===== config.mk =====
export PLATFORM = sky130hd
export DESIGN_NAME = fir_fold_ctrl
export DESIGN_NICKNAME = d
export VERILOG_FILES = /design/src/rtl/fir_fold_ctrl.sv
export SDC_FILE = /design/constraint.sdc
export NUM_CORES = 1
export LEC_CHECK = 0
export ABC_AREA = 0
export CORE_MARGIN = 1
export CORE_UTILIZATION = 50
export DETAILED_ROUTE_END_ITERATION = 7
export DONT_BUFFER_PORTS = 1
export PLACE_DENSITY_LB_ADDON = 0.12
export SETUP_SLACK_MARGIN = 0.1
export SLEW_MARGIN = 20
export SYNTH_ARGS = -nofsm -noshare
export SYNTH_HDL_FRONTEND = slang
export SYNTH_SLANG_ARGS = --single-unit

===== constraint.sdc =====
create_clock -name clk -period 3.3 [get_ports clk]
set_input_delay 0.66 -clock clk [delete_from_list [all_inputs] [get_ports clk]]
set_output_delay 0.66 -clock clk [all_outputs]
set_load 0.01 [all_outputs]

===== src/rtl/fir_fold_ctrl.sv =====
// rtl/fir_fold_ctrl.sv - sequencer for a folded symmetric FIR (one pre-adder, one MAC)
module fir_fold_ctrl #(
  parameter int TAP     = 101,
  parameter int ADDR_W  = 7,
  parameter int COEF_W  = 6,
  parameter int RD_LAT  = 1,
  parameter int MAC_LAT = 2
) (
  input  logic              clk,
  input  logic              rst,
  input  logic              in_valid,
  output logic              in_ready,
  output logic              wr_en,
  output logic              wr_zero,
  output logic [ADDR_W-1:0] wr_addr,
  output logic              rd_en,
  output logic [ADDR_W-1:0] rd_addr_a,
  output logic [ADDR_W-1:0] rd_addr_b,
  output logic              centre,
  output logic [COEF_W-1:0] coef_addr,
  output logic              mac_first,
  output logic              mac_en,
  output logic              acc_done,
  output logic              busy,
  output logic              overrun,
  input  logic              ovr_clr
);

  localparam int HALF    = (TAP + 1) / 2;
  localparam int DRAIN_N = RD_LAT + MAC_LAT;

  // S_RST is the one-cycle holding state after reset release; all outputs stay 0 there
  localparam logic [2:0] S_RST   = 3'd0;
  localparam logic [2:0] S_CLEAR = 3'd1;
  localparam logic [2:0] S_IDLE  = 3'd2;
  localparam logic [2:0] S_RUN   = 3'd3;
  localparam logic [2:0] S_DRAIN = 3'd4;

  localparam logic [ADDR_W-1:0] PTR_LAST = {ADDR_W{1'b1}};
  localparam logic [ADDR_W-1:0] SPAN     = ADDR_W'(TAP - 1);
  localparam logic [COEF_W-1:0] K_LAST   = COEF_W'(HALF - 1);
  localparam logic [3:0]        DRN_LAST = 4'(DRAIN_N - 1);

  logic [2:0]        state_q,  state_d;
  logic [ADDR_W-1:0] wr_ptr_q, wr_ptr_d;
  logic [ADDR_W-1:0] newest_q, newest_d;
  logic [COEF_W-1:0] k_q,      k_d;
  logic [3:0]        drn_q,    drn_d;
  logic              ovr_q,    ovr_d;

  logic              accept;
  logic [ADDR_W-1:0] k_ext;

  assign accept  = in_valid & in_ready;
  assign k_ext   = ADDR_W'(k_q);
  assign overrun = ovr_q;

  // Sequencer next state; the clear sweep reuses wr_ptr as its address counter so it exits at 0
  always_comb begin
    state_d  = state_q;
    wr_ptr_d = wr_ptr_q;
    newest_d = newest_q;
    k_d      = k_q;
    drn_d    = drn_q;
    case (state_q)
      S_RST: begin
        state_d  = S_CLEAR;
        wr_ptr_d = '0;
      end
      S_CLEAR: begin
        wr_ptr_d = wr_ptr_q + 1'b1;
        if (wr_ptr_q == PTR_LAST) state_d = S_IDLE;
      end
      S_IDLE: begin
        if (accept) begin
          newest_d = wr_ptr_q;
          wr_ptr_d = wr_ptr_q + 1'b1;
          k_d      = '0;
          state_d  = S_RUN;
        end
      end
      S_RUN: begin
        if (k_q == K_LAST) begin
          k_d     = '0;
          drn_d   = '0;
          state_d = S_DRAIN;
        end else begin
          k_d = k_q + 1'b1;
        end
      end
      S_DRAIN: begin
        if (drn_q == DRN_LAST) state_d = S_IDLE;
        else                   drn_d   = drn_q + 1'b1;
      end
      default: state_d = S_RST;
    endcase
  end

  // Sticky overrun; a new offer while not ready beats a simultaneous clear
  always_comb begin
    ovr_d = (in_valid & ~in_ready) | (ovr_q & ~ovr_clr);
  end

  // Strobes and addresses decoded from the current state; pair addresses wrap modulo the buffer
  always_comb begin
    in_ready  = 1'b0;
    wr_en     = 1'b0;
    wr_zero   = 1'b0;
    wr_addr   = '0;
    rd_en     = 1'b0;
    rd_addr_a = '0;
    rd_addr_b = '0;
    centre    = 1'b0;
    coef_addr = '0;
    mac_first = 1'b0;
    mac_en    = 1'b0;
    acc_done  = 1'b0;
    busy      = 1'b0;
    case (state_q)
      S_CLEAR: begin
        wr_en   = 1'b1;
        wr_zero = 1'b1;
        wr_addr = wr_ptr_q;
        busy    = 1'b1;
      end
      S_IDLE: begin
        in_ready = 1'b1;
        wr_en    = in_valid;
        wr_addr  = wr_ptr_q;
      end
      S_RUN: begin
        busy      = 1'b1;
        rd_en     = 1'b1;
        mac_en    = 1'b1;
        rd_addr_a = newest_q - k_ext;
        rd_addr_b = newest_q - SPAN + k_ext;
        coef_addr = k_q;
        mac_first = (k_q == '0);
        centre    = (k_q == K_LAST);
      end
      S_DRAIN: begin
        busy     = 1'b1;
        acc_done = (drn_q == DRN_LAST);
      end
      default: ;
    endcase
  end

  // State registers; reset aborts any sample in flight
  always_ff @(posedge clk or posedge rst) begin
    if (rst) begin
      state_q  <= S_RST;
      wr_ptr_q <= '0;
      newest_q <= '0;
      k_q      <= '0;
      drn_q    <= '0;
      ovr_q    <= 1'b0;
    end else begin
      state_q  <= state_d;
      wr_ptr_q <= wr_ptr_d;
      newest_q <= newest_d;
      k_q      <= k_d;
      drn_q    <= drn_d;
      ovr_q    <= ovr_d;
    end
  end

endmodule


# [Yosys cells after proc, flatten, opt, wreduce, memory -nomap -nowiden]
# Index checks and enable logic that the tools add are counted.
[word_totals] inputBits=4 regBits=28
[op_classes] bitwise_logic=6 mux=25 n_eq_ne=12 n_addsub=6 reduce_logical=12
[ops] cell="7-bit 2-to-1 mux" count=4
[ops] cell="7-bit one-hot mux with 3 select lines" count=1
[ops] cell="6-bit 2-to-1 mux" count=3
[ops] cell="3-bit one-hot mux with 5 select lines" count=1
[ops] cell="3-bit 2-to-1 mux" count=4
[ops] cell="6-bit one-hot mux with 2 select lines" count=1
[ops] cell="2-bit inequality test (second input constant)" count=5
[ops] cell="4-bit 2-to-1 mux" count=2
[ops] cell="4-bit one-hot mux with 2 select lines" count=1
[ops] cell="7-bit by 1-bit adder with 7-bit output (second input constant)" count=1
[ops] cell="7-bit by 6-bit adder with 7-bit output" count=1
[ops] cell="7-bit equality test (second input constant)" count=1
[ops] cell="1-bit 2-to-1 mux" count=7
[ops] cell="7-bit by 6-bit subtractor with 7-bit output" count=1
[ops] cell="7-bit subtractor (second input constant)" count=1
[ops] cell="6-bit by 1-bit adder with 6-bit output (second input constant)" count=1
[ops] cell="3-bit by 2-bit equality test with 1-bit output (second input constant)" count=2
[ops] cell="6-bit equality test (second input constant)" count=1
[ops] cell="6-bit logical NOT" count=1
[ops] cell="2-bit AND reduction" count=3
[ops] cell="4-bit by 1-bit adder with 4-bit output (second input constant)" count=1
[ops] cell="4-bit by 2-bit equality test with 1-bit output (second input constant)" count=1
[ops] cell="4-bit AND reduction" count=1
[ops] cell="2-bit nonzero test" count=2
[ops] cell="11 further kinds" count=14

# [Depth between registers and ports, before layout]
# Gate-level depths: netlist of the first run.
[depth] word_depth=5 ltp_mapped=9 ltp_nobuf=9

# [Least setup slack after synthesis of the first run]
# Ideal clock, no wire load.
[synth_timing] path_kind="register to output" from="register k_q[2]" to="output port rd_addr_b[6]" path_stages_with_launch=9 arrival_ns=2.025 path_buffers=0 setup_slack_ns=0.615 path_cell_list="dfrtp_1 inv_1 ha_1 inv_1 ha_1 a211oi_1 o21bai_1 a2111o_1 o21ai_1"
[synth_via] elab_chain_len=2
[synth_rtl] item="start, declared" line="47" rtl="logic [COEF_W-1:0] k_q, k_d;"
[synth_rtl] item="start signal, assigned" line="162" rtl="k_q <= k_d;"
[synth_rtl] item="7-bit by 6-bit adder with 7-bit output" line="136" rtl="rd_addr_b = newest_q - SPAN + k_ext;"
[synth_rtl] item="7-bit 2-to-1 mux" line="119" rtl="case (state_q)"
[synth_rtl] item="end, declared" line="18" rtl="output logic [ADDR_W-1:0] rd_addr_b,"
# Every way passes these cells.

# [Final worst setup path of the first run]
# Same ends and word-level chain as after synthesis.

==> results of run 1 <==
[cell type report]
class                           count  area, um2
Fill cell                         395       1750
Tap cell                           50       62.6
Sequential cell                    28        701
Inverter                           29        109
Timing Repair Buffer                9       67.6
Clock buffer                        3       41.3
Multi-Input combinational cell    191       1350
[per-layer routing]
layer	routed length, um	GRT usage
met2	2020	0.315
met4	12	0.0234
met5	0	0
met1	2420	0.332
met3	196	0.0317
[critical path, delay by kind of cell, from the launching register on]
kind / cells / cell delay (ns)
flops: 1 / 0.40
compound gates: 4 / 0.93
fa+ha+maj: 2 / 0.55
buf+inv: 2 / 0.26
[stage by stage]
step,cell area (um2),total power [mW]
5_1_grt,2330,0.554
4_1_cts,2250,0.538
2_1_floorplan,2180,0.357
3_3_place_gp,2200,0.359
3_5_place_dp,2200,0.359
6_report,2330,0.532
[registers in the layout, summed over array words and instances, names as in the netlist]
signal / count
overrun: 1
newest_q: 7
drn_q: 4
wr_ptr_q: 7
state_q: 3
k_q: 6
[final timing paths]
| kind | start | endpoint | slack (ns) | depth (start not counted) |
|---|---|---|---|---|
| max | k_q[2] | rd_addr_b[6] | 0.23 | 8 |
| min | rst | newest_q[0] | 0.33 | 1 |
| max reg2reg | state_q[2] | k_q[3] | 1.49 | 6 |
| min reg2reg | k_q[2] | k_q[2] | 0.52 | 1 |
| max in group asynchronous | rst | wr_ptr_q[2] | 2.59 | 1 |
| min in group clk | ovr_clr | overrun | 0.48 | 1 |
[placed cells by master (no fill, tap or decap), types with 2 or more instances in the layout]
| master | count |
|---|---|
| o31ai_1 | 3 |
| a31oi_1 | 3 |
| inv_1 | 27 |
| nand4_1 | 5 |
| inv_2 | 2 |
| o21ai_2 | 2 |
| a21oi_1 | 10 |
| mux2i_1 | 3 |
| nand3_1 | 12 |
| mux2_2 | 3 |
| buf_4 | 9 |
| xnor2_1 | 4 |
| fa_1 | 2 |
| ha_4 | 2 |
| nand2_1 | 15 |
| ha_1 | 21 |
| nor4_1 | 2 |
| o21ai_0 | 13 |
| o21ai_1 | 11 |
| nor3_1 | 6 |
| dfrtp_1 | 28 |
| nand3b_1 | 3 |
| or3_1 | 5 |
| clkbuf_8 | 3 |
| a21o_1 | 3 |
| a211oi_2 | 2 |
| xor2_1 | 3 |
| nor2_1 | 24 |
| and3_1 | 4 |
| and2_1 | 9 |
| o21a_1 | 2 |
| a211oi_1 | 2 |
[kinds of logic (layout without fill, tap and decap cells)]
logic type	Yosys count	after routing	share of synthesized area
fa+ha+maj	25	25	0.150
buf+inv	40	41	0.0775
mux	7	7	0.0345
simple gates	92	92	0.218
compound gates	60	60	0.170
flops	28	28	0.322
xor+xnor	7	7	0.0281
[where the power goes]
part | leakage [nW] | switching [mW] | internal [mW] | total [mW]
clock | 0.0216 | 0.0978 | 0.0818 | 0.180
sequential | 0.310 | 0.000938 | 0.344 | 0.345
combinational | 0.745 | 0.00681 | 0.000581 | 0.00739
total | 1.08 | 0.106 | 0.426 | 0.532
[timing repair]
item	4_1_cts	5_1_grt
buffers inserted	0	6
cloned	0	0
endpoints found under the setup margin	1	2
pin swaps	0	1
gates resized for setup	1	7
==> results.sh, run 1 <==
export IMPL_status="completed"
export IMPL_dr_pass1_iters=4
export IMPL_cap_violations=0
export IMPL_antenna_found_initial=0
export IMPL_synthFlopType="dfrtp_1"
export IMPL_cts_root_buf="clkbuf_8"
export IMPL_hold_violations=0
export IMPL_nNetsFinal=291
export IMPL_die_y_um=68.0
export IMPL_ctsHoldBuffers=0
export IMPL_place_inst=301
export IMPL_viasPerCell=5.72
export IMPL_slew_headroom=0.612
export IMPL_pin_count=41
export IMPL_ys_ff_latch=28
export IMPL_end_kind="output port"
export IMPL_async_reset_ff_frac=1.00
export IMPL_worst_setup_path_start_kind="flip-flop"
export IMPL_setup_tns_ns=0
export IMPL_arrival_ns=2.41
export IMPL_worst_slew_pin_slew_ns=0.581
export IMPL_drive_gt1_frac=0.104
export IMPL_slew_violations=0
export IMPL_final_min_clock_period_ns=3.07
export IMPL_port_buffers=0
export IMPL_die_x_um=68.0
export IMPL_grt_overflow_total=0
export IMPL_ir_drop_v=0.000254
export IMPL_ant_nets=0
export IMPL_synth_area_um2=2180
export IMPL_grt_max_degree=29
export IMPL_fin_ws_ns=0.233
export IMPL_synth_edf_count=0
export IMPL_hold_path_class="in2async"
export IMPL_synth_common_cells="dfrtp_1 (28), inv_1 (28), nor2_1 (25), ha_1 (23), nand2_1 (15)"
export IMPL_start_util=0.533
export IMPL_clk_pin_slew_worst_paths_ns=0.09
export IMPL_layout_cells_non_filler=310
export IMPL_drt_iter0_drc=51
export IMPL_utilization=0.571
export IMPL_htree_levels=1
export IMPL_cts_buffer_depth=2
export IMPL_max_freq_mhz=326
export IMPL_cts_sinks=28
export IMPL_syn_nets=288
export IMPL_finalCritPeriodShare=0.929
export IMPL_drc=0
export IMPL_crit_chain="inv_1 > ha_1 > inv_1 > ha_4 > a211oi_2 > o21bai_2 > a2111o_1 > o21ai_2"
export IMPL_slowest_delay_ns=0.43
export IMPL_cp_common_cell="inv_1"
export IMPL_drt_wl_total_mm=4.65
export IMPL_synth_top_area_frac=0.322
export IMPL_setup_viol=0
export IMPL_antennaDiodeCount=0
export IMPL_cts_inserted_buffers=3
export IMPL_cts_tree="done"
export IMPL_dp_slack_ns=0.426
export IMPL_yosys_warnings=0
export IMPL_grt_pass1_vias=1517
export IMPL_path_max_fanout=5
export IMPL_globalRouteTotalUtil=0.212
export IMPL_seq_area_frac_synth=0.322
export IMPL_core_area_um2=4090
export IMPL_synth_largest_area_cell="dfrtp_1"
export IMPL_place_hpwl_mm=3.46
export IMPL_rows=23
export IMPL_synth_cell_types=48
export IMPL_crit_type="reg2out"
export IMPL_place_congestion=0.816
export IMPL_grt_pass1_wl_mm=7.39
export IMPL_crit_slowest_cell="a2111o_1"
export IMPL_whs_ns=0.328
export IMPL_clk_latency_ns=0.27
export IMPL_worstPathRequired_ns=2.64
export IMPL_dieArea_um2=4620
export IMPL_syn_inst=259
export IMPL_routedWlPerCell_um=15.0
export IMPL_skew_ns=0.00533
export IMPL_avgSynthCellArea_um2=8.41
export IMPL_rsz0062_at_grt="no"
export IMPL_leakagePower_nw=1.08
export IMPL_synth_area_leaders="dfrtp_1 (32%), ha_1 (13%), inv_1 (4.8%)"
export IMPL_area_growth_syn_to_layout_pct=7.12
export IMPL_num_vias=1774
export IMPL_powerDensity_nw_per_um2=228
No activity file was read; power rests on OpenSTA's default activity.
==> run 2, diff against run 1 <==
--- a/config.mk
+++ b/config.mk
@@ -11,6 +11,7 @@
 export DETAILED_ROUTE_END_ITERATION = 7
 export DONT_BUFFER_PORTS = 1
 export PLACE_DENSITY_LB_ADDON = 0.12
+export RECOVER_POWER = 50
 export SETUP_SLACK_MARGIN = 0.1
 export SLEW_MARGIN = 20
 export SYNTH_ARGS = -nofsm -noshare
==> results.sh, run 2 (synthesis results as in run 1) <==
export IMPL_fin_ws_ns=0.235
export IMPL_cts_buffer_depth=2
export IMPL_slew_violations=0
export IMPL_place_congestion=0.816
export IMPL_leakagePower_nw=1.07
export IMPL_worstPathRequired_ns=2.64
export IMPL_total_power_mw=0.531
export IMPL_rows=23
export IMPL_layout_cells_non_filler=310
export IMPL_slew_headroom=0.300
export IMPL_die_x_um=68.0
export IMPL_cp_common_cell="inv_1"
export IMPL_viasPerCell=5.69
export IMPL_ant_nets=0
export IMPL_worst_slew_pin_slew_ns=1.05
export IMPL_powerDensity_nw_per_um2=229
export IMPL_grt_max_degree=29
export IMPL_slowest_delay_ns=0.43
export IMPL_finalCritPeriodShare=0.929
export IMPL_nNetsFinal=291
export IMPL_setup_viol=0
export IMPL_core_area_um2=4090
export IMPL_dpl_cell_area_um2=2200
export IMPL_postLayoutCellArea_um2=2320
export IMPL_hold_violations=0
export IMPL_r2r_cells=3
export IMPL_final_min_clock_period_ns=3.06
export IMPL_crit_type="reg2out"
export IMPL_antennaDiodeCount=0
export IMPL_worstReg2RegEnd="wr_ptr_q[0]"
export IMPL_path_depth=8
export IMPL_place_inst=301
export IMPL_p_clk_frac=0.337
export IMPL_path_max_fanout=5
export IMPL_drt_wl_total_mm=4.67
export IMPL_htree_levels=1
export IMPL_utilization=0.567
export IMPL_r2r_slack_ns=1.41
export IMPL_cts_inserted_buffers=3
export IMPL_ctsHoldBuffers=0
export IMPL_path_buf_inv=2
export IMPL_globalRouteTotalUtil=0.212
export IMPL_antenna_found_initial=0
export IMPL_setup_tns_ns=0
export IMPL_cp_startpoint="k_q[2]"
export IMPL_end_kind="output port"
export IMPL_clk_latency_ns=0.27
export IMPL_crit_slowest_cell="a2111o_1"
export IMPL_place_hpwl_mm=3.46
export IMPL_grt_pass1_vias=1517
export IMPL_n_fill_cell=397
export IMPL_drt_iter0_drc=59
export IMPL_area_growth_syn_to_layout_pct=6.38
export IMPL_rsz0062_at_grt="no"
export IMPL_cts_sinks=28
export IMPL_arrival_ns=2.40
export IMPL_worst_setup_path_start_kind="flip-flop"
export IMPL_dieArea_um2=4620
export IMPL_clk_pin_slew_worst_paths_ns=0.09
export IMPL_swShare=0.197
export IMPL_routedWlPerCell_um=15.1
export IMPL_cts_tree="done"
export IMPL_status="completed"
export IMPL_grt_overflow_total=0
export IMPL_seqPwrFrac=0.649
export IMPL_switchingPower_mw=0.105
export IMPL_cap_violations=0
export IMPL_drc=0
export IMPL_drive_gt1_frac=0.0846
export IMPL_cellInternalPower_mw=0.426
export IMPL_max_freq_mhz=326
export IMPL_num_vias=1764
export IMPL_reg_largest_list="newest_q: 7 flops, wr_ptr_q: 7 flops, k_q: 6 flops"
export IMPL_cpLargestDelayFamily="compound AO/OA/AOI/OAI gates"
export IMPL_cts_root_buf="clkbuf_8"
export IMPL_layout_common_cells="inv_1 (28), dfrtp_1 (28), nor2_1 (24), ha_1 (21), o21ai_0 (17)"
export IMPL_dr_pass1_iters=4
export IMPL_r2r_start="state_q[1]"
export IMPL_cp_endpoint="rd_addr_b[6]"
export IMPL_start_util=0.533
export IMPL_combPwrFrac=0.014
export IMPL_hold_path_class="in2reg"
export IMPL_dp_slack_ns=0.426
export IMPL_die_y_um=68.0
export IMPL_crit_chain="inv_1 > ha_1 > inv_1 > ha_4 > a211oi_2 > o21bai_2 > a2111o_1 > o21ai_2"
export IMPL_ir_drop_v=0.000253
export IMPL_grt_pass1_wl_mm=7.39
export IMPL_skew_ns=0.00412
export IMPL_whs_ns=0.482
export IMPL_port_buffers=0
export IMPL_pin_count=41
[run 2: timing repair]
| item | CTS | global route |
|---|---|---|
| endpoints found under the hold margin | 0 | 0 |
| endpoints found under the setup margin | 1 | 2 |
| resized for setup | 1 | 7 |
| pin swaps | 0 | 1 |
| buffers inserted | 0 | 6 |
[run 2: area by class of cell]
| class | instances | area [um2] | area share |
|---|---|---|---|
| sequential | 28 | 701 | 0.302 |
| tap | 50 | 62.6 | 0.0270 |
| inverter | 29 | 109 | 0.0470 |
| clock buffer | 3 | 41.3 | 0.0178 |
| multi-input combinational | 191 | 1340 | 0.578 |
| timing repair buffer | 9 | 63.8 | 0.0275 |
[run 2: worst min path at each step]
stage	startpoint	end	slack, ns	cells after the start
final	ovr_clr	overrun	0.48	1
after detailed placement	wr_ptr_q[6]	newest_q[6]	0.51	1
after CTS	ovr_clr	overrun	0.47	1
after floorplan	wr_ptr_q[6]	newest_q[6]	0.49	1
after global routing	ovr_clr	overrun	0.47	1
after global placement	wr_ptr_q[6]	newest_q[6]	0.51	1
[run 2: power by group through the flow]
stage / combinational [mW] / clock, mW / sequential [mW]
6_report: 0.00732 / 0.179 / 0.345
2_1_floorplan: 0.00586 / 0 / 0.351
5_1_grt: 0.00902 / 0.200 / 0.345
3_5_place_dp: 0.00797 / 0 / 0.351
4_1_cts: 0.00801 / 0.185 / 0.345
3_3_place_gp: 0.00803 / 0 / 0.351
[run 2: worst register-to-register path: stages, from the launching register on]
cell	delay, ns
dfrtp_1	0.58
xnor2_1	0.20
a211oi_1	0.74
mux2_2	0.30
[run 2: per-layer routing]
layer | GRT usage | share of wire | routed length [um]
met1 | 0.332 | 0.52 | 2420
met4 | 0.0234 | 0.0026 | 12
met5 | 0 | 0 | 0
met3 | 0.0317 | 0.041 | 190
met2 | 0.315 | 0.44 | 2040
